## src/rtl/hazard_pkg.sv

```systemverilog
// hazard_pkg: shared state encoding and register constants for the hazard sequencer
package hazard_pkg;
  typedef enum logic [1:0] {RUN = 2'd0, DIV_WAIT = 2'd1, REDIRECT = 2'd2} state_e;
  localparam logic [4:0] REG_ZERO = 5'd0;
endpackage

```

## src/rtl/haz_loaduse_cmp.sv

```systemverilog
// haz_loaduse_cmp: detects an ID source register that depends on a load still in EXE
module haz_loaduse_cmp
  import hazard_pkg::*;
(
  input  logic [4:0] id_rsA,
  input  logic [4:0] id_rsB,
  input  logic       id_uses_rsA,
  input  logic       id_uses_rsB,
  input  logic [4:0] exe_rd,
  input  logic       exe_is_load,
  output logic       lu
);
  assign lu = exe_is_load && exe_rd != REG_ZERO &&
              ((id_uses_rsA && id_rsA == exe_rd) || (id_uses_rsB && id_rsB == exe_rd));
endmodule

```

## src/rtl/pipe_hazard_ctrl.sv

```systemverilog
// pipe_hazard_ctrl: stall/flush sequencer for load-use, EXE redirects and multi-cycle divides.
// Define HAZ_PERF_CNT_EN to add saturating stall/flush performance counters.
module pipe_hazard_ctrl
  import hazard_pkg::*;
#(
  parameter int FLUSH_CYCLES = 1,
  parameter int CNT_W        = 16
) (
  input  logic       clk,
  input  logic       nrst,
  input  logic [4:0] id_rsA,
  input  logic [4:0] id_rsB,
  input  logic       id_uses_rsA,
  input  logic       id_uses_rsB,
  input  logic [4:0] exe_rd,
  input  logic       exe_is_load,
  input  logic       exe_is_mc,
  input  logic       exe_redirect,
  input  logic       div_done,
  output logic       pc_en,
  output logic       if_id_en,
  output logic       if_id_flush,
  output logic       id_exe_en,
  output logic       id_exe_flush,
  output logic       exe_mem_flush,
  output logic       div_start,
  output logic       busy
`ifdef HAZ_PERF_CNT_EN
  ,
  output logic [CNT_W-1:0] lu_stall_cnt,
  output logic [CNT_W-1:0] div_stall_cnt,
  output logic [CNT_W-1:0] flush_cnt
`endif
);
  localparam logic [1:0] FC = 2'(FLUSH_CYCLES);
  state_e     state_q, state_d;
  logic [1:0] cnt_q, cnt_d;
  logic       lu;
  haz_loaduse_cmp u_lu (
    .id_rsA(id_rsA), .id_rsB(id_rsB), .id_uses_rsA(id_uses_rsA), .id_uses_rsB(id_uses_rsB),
    .exe_rd(exe_rd), .exe_is_load(exe_is_load), .lu(lu)
  );
  // Reset is folded into the next-state logic so the reset cycle also shows idle outputs
  always_comb begin
    state_d       = state_q;
    cnt_d         = cnt_q;
    pc_en         = 1'b1;
    if_id_en      = 1'b1;
    if_id_flush   = 1'b0;
    id_exe_en     = 1'b1;
    id_exe_flush  = 1'b0;
    exe_mem_flush = 1'b0;
    div_start     = 1'b0;
    busy          = state_q != RUN;
    if (!nrst) begin
      busy    = 1'b0;
      state_d = RUN;
      cnt_d   = 2'd0;
    end else if (state_q == DIV_WAIT) begin
      if (div_done) state_d = RUN;
      else {pc_en, if_id_en, id_exe_en, exe_mem_flush} = 4'b0001;
    end else if (exe_redirect) begin
      if_id_flush  = 1'b1;
      id_exe_flush = 1'b1;
      cnt_d        = FC;
      state_d      = FLUSH_CYCLES > 0 ? REDIRECT : RUN;
    end else if (state_q == REDIRECT) begin
      if_id_flush = 1'b1;
      cnt_d       = cnt_q - 2'd1;
      state_d     = cnt_q <= 2'd1 ? RUN : REDIRECT;
    end else if (exe_is_mc) begin
      {pc_en, if_id_en, id_exe_en, exe_mem_flush, div_start} = 5'b00011;
      state_d = DIV_WAIT;
    end else if (lu) begin
      {pc_en, if_id_en, id_exe_flush} = 3'b001;
    end
  end
  always_ff @(posedge clk) begin
    state_q <= state_d;
    cnt_q   <= cnt_d;
  end
`ifdef HAZ_PERF_CNT_EN
  logic             lu_inc, div_inc, flush_inc;
  logic [CNT_W-1:0] lu_cnt_q, lu_cnt_d, div_cnt_q, div_cnt_d, flush_cnt_q, flush_cnt_d;
  assign lu_inc    = state_q == RUN && !exe_redirect && !exe_is_mc && lu;
  assign div_inc   = state_q == DIV_WAIT && !div_done;
  assign flush_inc = state_q != DIV_WAIT && exe_redirect;
  always_comb begin
    lu_cnt_d    = !nrst ? '0 : lu_cnt_q + CNT_W'(lu_inc && !(&lu_cnt_q));
    div_cnt_d   = !nrst ? '0 : div_cnt_q + CNT_W'(div_inc && !(&div_cnt_q));
    flush_cnt_d = !nrst ? '0 : flush_cnt_q + CNT_W'(flush_inc && !(&flush_cnt_q));
  end
  always_ff @(posedge clk) begin
    lu_cnt_q    <= lu_cnt_d;
    div_cnt_q   <= div_cnt_d;
    flush_cnt_q <= flush_cnt_d;
  end
  assign lu_stall_cnt  = lu_cnt_q;
  assign div_stall_cnt = div_cnt_q;
  assign flush_cnt     = flush_cnt_q;
`endif
endmodule
```

## config.mk

```make
export PLATFORM = sky130hd
export DESIGN_NAME = pipe_hazard_ctrl
export DESIGN_NICKNAME = d
export VERILOG_FILES = /design/src/rtl/hazard_pkg.sv /design/src/rtl/haz_loaduse_cmp.sv /design/src/rtl/pipe_hazard_ctrl.sv
export SDC_FILE = /design/constraint.sdc
export NUM_CORES = 1
export LEC_CHECK = 0
export CAP_MARGIN = 5
export CORE_UTILIZATION = 34
export DETAILED_ROUTE_END_ITERATION = 6
export PLACE_DENSITY = 0.77
export SETUP_SLACK_MARGIN = 0.3
export SLEW_MARGIN = 5
export SYNTH_ARGS = -nofsm -noshare
export SYNTH_HDL_FRONTEND = slang
export SYNTH_SLANG_ARGS = --single-unit
export TNS_END_PERCENT = 1
```

## constraint.sdc

```tcl
create_clock -name clk -period 1.9 [get_ports clk]
set_input_delay 0.38 -clock clk [delete_from_list [all_inputs] [get_ports clk]]
set_output_delay 0.38 -clock clk [all_outputs]
set_load 0.05 [all_outputs]
```

* Yosys cells after proc, flatten, opt, wreduce, memory -nomap -nowiden
Index checks and enable logic that the tools add are counted.
Word-level totals: flip-flop bits (word level) 4, input port bits 23, output and inout bits 8, word-level logic and storage cells 60
Operators by class: $add $sub $neg 1, $lt $le $gt $ge 1, equal/unequal tests 5, multiplexer cells 39, bitwise operators 1, reductions and logical operators 11
Operators by type and width (number):
- 1-bit two-way mux | 31
- 2-bit two-way mux | 8
- 5-bit equality test | 2
- 5-bit nonzero test | 1
- 1-bit logical AND | 4
- 2-bit AND reduction | 2
- 2-bit nonzero test | 2
- 4-bit nonzero test | 1
- 2-bit by 1-bit equality test with 1-bit output, second input constant | 1
- 2-bit equality test, second input constant | 1
- 2-bit by 1-bit less-or-equal comparator with 1-bit output, second input constant | 1
- 2-bit != test, second input constant | 1
- 2-bit by 1-bit subtractor with 2-bit output, second input constant | 1
- 1-bit logical OR | 1
- 1-bit inverter | 1

* Depth between registers and ports, before layout
Gate-level depths: netlist of the first run.
word-level depth 10, mapped depth 7, depth with buffers taken out 6

* Hierarchy
Synthesis of the first run repeated with hierarchy kept, for this count alone.
Second synthesis, totals: cells, all modules 61, area, all modules 486.7 um2
By module, submodules not included:
- pipe_hazard_ctrl | times used 1, cells each 44, area an instance 352.8 um2, seq. area each 80.1 um2
- haz_loaduse_cmp | times used 1, cells each 17, area an instance 133.9 um2, seq. area each 0.0 um2

* Least setup slack after synthesis of the first run
No wires, ideal clock.
path type register -> output, start register state_q[1], end output port pc_en, data arrival time 2.402 ns, data required time 1.520 ns, path slack -0.882 ns, cell stages (with the launch flop) 8, path buffers 1, cells stage by stage dfxtp_1 -> inv_1 -> ha_1 -> nor2b_1 -> o21a_1 -> inv_1 -> o31a_1 -> buf_4
Between the ends: longest elaborated chain between the ends 5, elaborated cells on any way between the ends 6, classes of those cells 2 x eq/ne; 4 x mux
RTL lines:
- from (decl) | RTL line pipe_hazard_ctrl.sv:36 | state_e state_q, state_d;
- from (signal assigned) | RTL line pipe_hazard_ctrl.sv:79 | state_q <= state_d;
- 2-bit equality test | RTL line pipe_hazard_ctrl.sv:67 | end else if (state_q == REDIRECT) begin
- 1-bit two-way mux (2 in a row)
- 1-bit two-way mux (*) (2 in a row)
- to (decl) | RTL line pipe_hazard_ctrl.sv:20 | output logic pc_en,
Mark *: on every way between the ends. The rest lies on a longest branch, timed or not.

* Worst setup path in the final report of the first run
start input port exe_is_mc, end output port pc_en
Between the ends: longest elaborated chain between the ends 5
RTL lines:
- from (decl) | RTL line pipe_hazard_ctrl.sv:17 | input logic exe_is_mc,
- 1-bit two-way mux | RTL line pipe_hazard_ctrl.sv:71 | end else if (exe_is_mc) begin
- 1-bit two-way mux | RTL line pipe_hazard_ctrl.sv:67
- 1-bit two-way mux | RTL line pipe_hazard_ctrl.sv:62 | end else if (exe_redirect) begin
- 1-bit two-way mux | RTL line pipe_hazard_ctrl.sv:59 | end else if (state_q == DIV_WAIT) begin
- 1-bit two-way mux | RTL line pipe_hazard_ctrl.sv:55 | if (!nrst) begin
No other way between the ends.

==> results of run 1 <==
-- worst min-delay path, delay by kind of cell, from the launching register on --
| kind | cells | cell delay, ns |
|---|---|---|
| and+or+nand+nor | 1 | 0.05 |
| AOI/OAI and AO/OA | 1 | 0.07 |
| DFF | 1 | 0.32 |
-- per-layer routing --
metal | part of all wire (%) | vias to the layer above
li1 | - | 294
met1 | 40 | 276
met5 | 0 | -
met3 | 4.4 | 6
met4 | 2.4 | 0
met2 | 53 | 25
-- flip-flops by register name, indices dropped and copies added, names as in the netlist --
signal   flops
cnt_q        2
state_q      2
-- synthesized netlist by cell type (all sizes together) (2+ instances only) --
library cell | instances | area (µm²)
a21boi | 2 | 15.0
dfxtp | 4 | 80.1
ha | 4 | 50.1
inv | 4 | 15.0
nand2 | 5 | 18.8
nor2 | 4 | 15.0
nor2b | 4 | 25.0
nor3b | 2 | 15.0
nor4 | 2 | 18.8
o21ai | 4 | 20.0
or4 | 2 | 15.0
xnor2 | 2 | 17.5
xor2 | 8 | 70.1
-- logic make-up (layout without fill, tap and decap cells) --
logic type / Yosys count / after routing / share of synthesized area (%)
and+or+nand+nor: 25 / 25 / 31.5
AOI/OAI and AO/OA: 11 / 11 / 16.7
xor gates and xnor gates: 10 / 10 / 18.9
buffers and inverters: 5 / 49 / 4.85
adders and majority gates: 4 / 4 / 10.8
DFF: 4 / 4 / 17.3
-- through the flow --
stage | hold slack, ns | power (mW) | std cells | TNS [ns]
after floorplan | 0.455 | 0.223 | 59 | -0.997
after global placement | 0.471 | 0.351 | 113 | -1.71
after detailed placement | 0.481 | 0.356 | 113 | -1.87
after CTS | 0.487 | 0.470 | 117 | -0.801
after global routing | 0.510 | 0.499 | 117 | -1.22
final | 0.485 | 0.475 | 117 | -0.867
-- worst min-delay path by stage --
stage / from / end / slack, ns
floorplan: cnt_q[1]$_SDFFE_PN0P_ / cnt_q[1]$_SDFFE_PN0P_ / 0.46
global placement: cnt_q[1]$_SDFFE_PN0P_ / cnt_q[1]$_SDFFE_PN0P_ / 0.47
detailed placement: state_q[1]$_SDFFE_PN0P_ / state_q[1]$_SDFFE_PN0P_ / 0.48
CTS: state_q[1]$_SDFFE_PN0P_ / state_q[1]$_SDFFE_PN0P_ / 0.49
global route: state_q[1]$_SDFFE_PN0P_ / state_q[1]$_SDFFE_PN0P_ / 0.51
finish: state_q[1]$_SDFFE_PN0P_ / state_q[1]$_SDFFE_PN0P_ / 0.48
-- placed cells by master (no fill, tap or decap), types with 2 or more instances in the layout --
cell / count
dfxtp_2: 2
buf_6: 2
buf_2: 4
buf_4: 13
nor2b_1: 3
xor2_1: 7
clkbuf_4: 3
nor4_2: 2
buf_12: 6
o21ai_0: 2
clkbuf_2: 4
ha_1: 2
inv_1: 2
nor2_1: 3
o21ai_2: 2
a21boi_0: 2
clkdlybuf4s15_1: 2
nor3b_1: 2
nand2_1: 5
clkdlybuf4s50_1: 5
dlygate4sd2_1: 5
dfxtp_1: 2
-- power breakdown --
group / leakage (nW) / total [mW] / switching [mW] / internal (mW)
logic: 0.416 / 0.272 / 0.134 / 0.138
clock network: 0.0138 / 0.104 / 0.0331 / 0.0705
registers: 0.0337 / 0.0991 / 0.00665 / 0.0924
total: 0.463 / 0.475 / 0.173 / 0.301
-- area by class of cell --
cell class	count	area, µm²
multi-input combinational	50	459
timing repair buffer	42	405
fill	69	180
sequential	4	82.6
clock buffer	3	22.5
inverter	4	18.8
tap	14	17.5
-- repair_timing --
item | 4_1_cts | 5_1_grt
setup buffers | 1 | 0
endpoints found under the setup margin | 8 | 8
pin swaps | 12 | 5
cloned | 0 | 0
endpoints found under the hold margin | 0 | 0
hold buffers | 0 | 0
gates resized for setup | 52 | 8
==> metrics list, run 1 <==
* Status: finished with violations
* Violated checks: setup timing
- Count of flip-flops with a built-in enable after synthesis: 0
* Initial antenna violation count: 0
- Summing every instance area after synthesis gives 464 µm².
- Max-cap violations in this run came to 0.
- Count of TritonRoute iterations in the first routing pass: 4
- Max-slew headroom at the worst pin: 81.5%
- TritonCTS buffer count: 3
- Register bit count reported by yosys: 4
- Synthesized area per cell: 7.87 µm²
- In this run the count of I/O pins placed on the die edge is 31.
* Max-slew violation total from the final report: 0
* Area Overhead vs Synth: 117%
* Top achievable clock speed: 0.475 GHz
- Global routing used 48.8% of the available met2 tracks.
* Number of nets in the layout: 132
* Startpoint type of the worst setup path: primary input
* Proportion of layout cells with a drive suffix above 1: 53.4%
- The critical path goes through clkdlybuf4s50_1, nor4b_4, o21a_2, clkinvlp_4, o31a_4, buf_12.
- Logic depth of the worst register-to-register path: 7
* Number of different library cells in the post-synthesis netlist: 27
- After global routing the overflow that remains totals 0.
- After synthesis, flip-flops and latches occupy 17.3% of the total area.
* R2r endpoint: state_q[0]$_SDFFE_PN0P_
* Unrepaired setup endpoints after global routing: true
* Bufs on Longest Clock Path: 2
- The final count of hold timing violations was 0.
- Clock Sinks: 4
- In this design, the largest share of critical-path delay is due to buffers and inverters.
* Die area: 0.00152 mm²
- TritonCTS clock tree: done
- Most Crowded Layer GR: met2
* Global-route usage over all layers: 26.5%
- The floorplan step defined a core boundary enclosing 0.00119 mm².
- Hold Crit Class: flip-flop to flip-flop
- The clock reaches the later pin of the worst-skew pair after 0.23 ns.
* Total routed wirelength: 1760 µm
* Worst path setup slack after routing: -0.206 ns
* Asr flop ratio synth: 0%
* Syn Nets: 86
- Shortest period the worst path allows: 2.11 ns
- Port buffering added 30 buffers.
- Overall die width: 39.0 µm
* Count of cells along the worst hold path: 2
* Post-route ant nets: 0
- Power per Cell Area: 472 mW/mm²
- Delay contributed by the slowest stage of the critical path: 0.53 ns
- The first global-routing pass estimated 2580 µm of wire.
- Syn Inst Count: 59
- The congestion estimate from routability-driven global placement came to 0.786.
- Post-route cell area: 0.00101 mm²
- Register clock-pin slew on the reported worst setup and hold paths: 0.04 ns
- In the global route stage, met1 resource usage came out at 27.4%.
- The worst setup path is of the primary input to primary output kind.
- The via count of the first global-routing pass came to 598.
- Entering global routing, the biggest net connects 7 pins.
* DRC viols: 0
* Post-detailed-placement half-perimeter wirelength: 1280 µm
* Floorplan die height: 39.0 µm
* Endpoint arrival time on the critical path: 1.73 ns
- Data required time of the worst path: 1.52 ns
- Standard-cell row count: 12
- On the final layout, the worst clock skew is 0.000741 ns.
- CTS built an H-tree with a depth of 1.
- Final critical-path share of the clock period: 111%
* R2R Path Start: state_q[1]$_SDFFE_PN0P_
* Post-place instance area: 950 µm²
- At the pin with the least slew margin, the transition time is 0.276 ns.
* Leakage power summed over all cells: 0.463 nW
- Core utilization of the finished layout: 84.8%
- Of all nets on the critical path, the largest fanout is 3.
* Ys Warns: 0
* Per-cell via count in the routed design: 5.14
- Prior to clock tree synthesis, the placed netlist has a worst setup slack of -0.533 ns.
* Path length in cells of the critical path: 6
* Total via count after detailed routing: 601
- The most critical setup path has its endpoint at pc_en.
- CP max stage cell: clkdlybuf4s50_1
* Count of endpoints failing setup in the final report: 6
- After detailed routing, the average wire length per cell comes to 15.1 µm.
* Buffer type at the clock tree root: clkbuf_4
* Total inserted antenna cells: 0
* DR iter-0 viols: 21
- The initial utilization of the core area, before any placement, comes to 39.1%.
- For met3 alone, demand over resource in global routing was 3.47%.
- Setup slack on the worst reg-to-reg path comes out at 0.36 ns.
* Top flip-flop cell by instance count after synthesis: dfxtp_1
- Worst setup path start: exe_is_mc
* Number of buffer and inverter instances along the worst setup path: 3
* Kind of end point of the critical path: primary output
* IR Drop Worst-Case VDD: 510 µV
No activity file was read; power rests on OpenSTA's default activity.
==> run 2, diff against run 1 <==
- SLEW_MARGIN: 5 -> 20
==> results of run 2 <==
The final DEF is identical to that of run 1; final timing and power are the same.
==> run 3, diff against run 2 <==
- ABC_AREA: default -> 1
- CORE_UTILIZATION: 34 -> 37
- PLACE_DENSITY: 0.77 -> 0.78
- clock period: 1.9 -> 2.4 ns (I/O delays scaled with it)
==> run 3 against run 2 <==
Global-route usage shrank 5.3 points. Routed wire length fell by 22%. Die area increased by 8.5%. Clock power fell by 24%. Utilization is 13 points lower. Combinational power shrank 27%. The run now ends clean. Final cell count is 30% higher. Critical endpoint is now id_exe_flush.
==> metrics list, run 3 <==
* Die area: 0.00165 mm²
- Proportion of layout cells with a drive suffix above 1: 26.3%
* Leakage power summed over all cells: 0.544 nW
* DRC viols: 0
* Count of TritonRoute iterations in the first routing pass: 4
- Startpoint type of the worst setup path: primary input
- The Yosys step of the flow raised 0 warnings.
- For this design, the CTS-stage hold fixing added 0 buffers.
- Kind of end point of the critical path: primary output
- Fraction of power spent switching nets: 38.2%
* TritonCTS buffer count: 3
* Sequential power share: 22.2%
- STA puts the critical path data required time at 1.92 ns.
* Main area contributors after synthesis: nand2_1, dfxtp_1, inv_1
- Fraction of power consumed by combinational cells: 55.6%
- Measured slew at the worst slew-check pin: 0.293 ns
- Overall die width: 40.6 µm
* Logic depth of the worst register-to-register path: 7
* Shortest period the worst path allows: 1.99 ns
- Detailed routing inserted a total of 689 vias.
* Post-detailed-placement half-perimeter wirelength: 1240 µm
- Average detailed-routed wire length per instance: 9.08 µm
* Reg-to-reg setup timing slack: 1.07 ns
- Buffer type at the clock tree root: clkbuf_4
- Total inserted antenna cells: 0
* Maximum number of pins on one net before global-route repair: 7
- TNS Setup: 0 ns
* Bufs on Longest Clock Path: 2
* Global-route usage over all layers: 21.2%
* Register bit count reported by yosys: 4
- Total congestion overflow: 0
* Area Overhead vs Synth: 75.0%
- Number of different library cells in the post-synthesis netlist: 20
- The final count of hold timing violations is 0.
- After floorplanning, the core was sized to cover 0.00135 mm².
- In this run the worst hold path is classified as flip-flop to flip-flop.
- Wires add up to 1380 µm.
- Top flip-flop cell by instance count after synthesis: dfxtp_1
* Clk_lat worst skew: 0.23 ns
* Most used standard cell by instance count after synthesis: nand2_1
* Standard-cell row count: 13
- The commonest cells after synthesis are nand2_1, inv_1, nor2_1.
* Largest fanout on the critical path: 4
- Cell Area, Synth: 551 µm²
- Top achievable clock speed: 0.502 GHz
* Asr flop ratio synth: 0%
* Power per Cell Area: 370 mW/mm²
- Syn Nets: 131
* Syn Inst Count: 104
- Unrepaired setup endpoints after global routing: true
- The biggest area contributor in the post-synthesis netlist is nand2_1.
* Clock Skews: 0.00260 ns
- TritonCTS clock tree: done
- Final critical-path share of the clock period: 83.1%
- IR analysis of the VDD net gives a maximum drop of 275 µV.
* Max-slew violation total from the final report: 0
- Top library cells by usage in the layout, fill and taps aside: nand2_1, inv_1, dlygate4sd2_1, nor2_1, buf_12
- The first global-routing pass estimated 2370 µm of wire.
* Most common cell after layout, fill and taps aside: nand2_1
* Initial antenna violation count: 0
- Portion of synthesized cell area occupied by the leading cell type: 23.2%
- Worst hold margin: 0.469 ns
- Max-slew headroom at the worst pin: 80.2%
- The endpoint identified for the worst register-to-register timing path is state_q[1]$_SDFFE_PN0P_.
- Number of nets in the layout: 166
- The run finished with clean final reports.
- The worst hold path begins at cnt_q[0]$_SDFFE_PN0P_.
* Crit Path Category: primary input to primary output
* Share of power burned in the clock network: 22.2%
- R2R Path Start: state_q[1]$_SDFFE_PN0P_
- The count of buffers added on input and output ports is 30.
- Setup violations remaining at the end of the flow were counted as 0.
- Across the run, the number of max-cap violations was 0.
- Vias in the first global route: 636
- After clock tree synthesis, the clock-pin slew on the worst setup and hold paths is 0.04 ns.
* I/O pins: 31
- The largest registers in the layout are cnt_q x2, state_q x2.
* Post-route ant nets: 0
- Total net switching power: 0.136 mW
- Count of flip-flops with a built-in enable after synthesis: 0
* Per-cell via count in the routed design: 4.53
- After filler insertion, the fill cell instance count of the layout stands at 114.
- The initial utilization of the core area, before any placement, comes to 40.8%.
* Endpoint arrival time on the critical path: 1.51 ns
- CTS saw 4 sinks.
* Int Power: 0.220 mW
- Sequential elements use 14.5% of the synthesized area.
* H-tree depth reported by CTS: 1
- The path with the worst hold slack has its endpoint at cnt_q[0]$_SDFFE_PN0P_.
- Routability-driven placement finished with a final weighted congestion of 0.764.
- Averaged over all synthesized cells, the footprint is 5.29 µm².
- Measured along the y axis, the die boundary spans 40.6 µm.
- DR iter-0 viols: 6
- Along the worst hold path, the cell count comes to 1.
run 3: cells by family after synthesis:
| logic type | share of synthesized area [%] |
|---|---|
| AO/OA/AOI/OAI | 11.8 |
| flip-flops | 14.5 |
| AND/OR/NAND/NOR | 46.1 |
| buffers and inverters | 18.4 |
| adder cells (fa/ha/maj) | 9.09 |
run 3: how the worst max path moves through the flow:
stage	startpoint	endpoint	slack (ns)
finish	exe_rd[2]	id_exe_flush	0.41
global route	exe_rd[2]	id_exe_flush	0.30
CTS	nrst	if_id_en	0.29
detailed placement	exe_rd[0]	id_exe_flush	0.08
global placement	exe_rd[0]	if_id_en	0.11
floorplan	state_q[1]$_SDFFE_PN0P_	pc_en	0.05
run 3: worst max-delay path, stage by stage:
cell           delay (ns)
dlygate4sd2_1        0.22
inv_2                0.06
nand2_1              0.05
nand2_1              0.05
nor2_2               0.09
nand3_1              0.09
nand2_2              0.08
nand3_2              0.06
a21oi_2              0.17
buf_12               0.15
run 3: power groups by stage:
stage | Combinational [mW] | Sequential, mW | Clock, mW
detailed placement | 0.204 | 0.0796 | 0
global route | 0.220 | 0.0801 | 0.0863
finish | 0.198 | 0.0791 | 0.0792
floorplan | 0.107 | 0.0786 | 0
global placement | 0.201 | 0.0790 | 0
CTS | 0.198 | 0.0786 | 0.0851
run 3: stage by stage:
step / area, µm² / std cells / total power [mW] / util [%] / worst slack, ns
after floorplan: 556 / 104 / 0.185 / - / 0.0455
after global placement: 947 / 148 / 0.280 / 70.2 / 0.109
final: 963 / 152 / 0.356 / 71.4 / 0.406
after global routing: 963 / 152 / 0.386 / 71.4 / 0.295
after CTS: 960 / 152 / 0.362 / 71.1 / 0.294
after detailed placement: 947 / 148 / 0.284 / 70.2 / 0.0817
run 3: final cells by class:
type                       instances  area (µm²)  share of cell area (%)
timing repair buffer              31         358                    37.1
sequential                         4        81.3                    8.44
inverter                          25        93.8                    9.74
clock buffer                       3        22.5                    2.34
multi-input combinational         74         389                    40.4
tap                               15        18.8                    1.95
run 3: repair_timing:
item,in CTS,in global routing
gates resized for setup,20,19
setup buffers,1,0
endpoints found under the setup margin,7,6
pin swaps,12,7
cloned,0,0
run 3: metal layers:
metal,track usage [%],vias up,part of all wire (%)
met5,0,-,0
met2,37.3,13,52
met3,4.44,0,2.5
met1,24.5,292,45
li1,-,384,-
met4,8.33,0,0
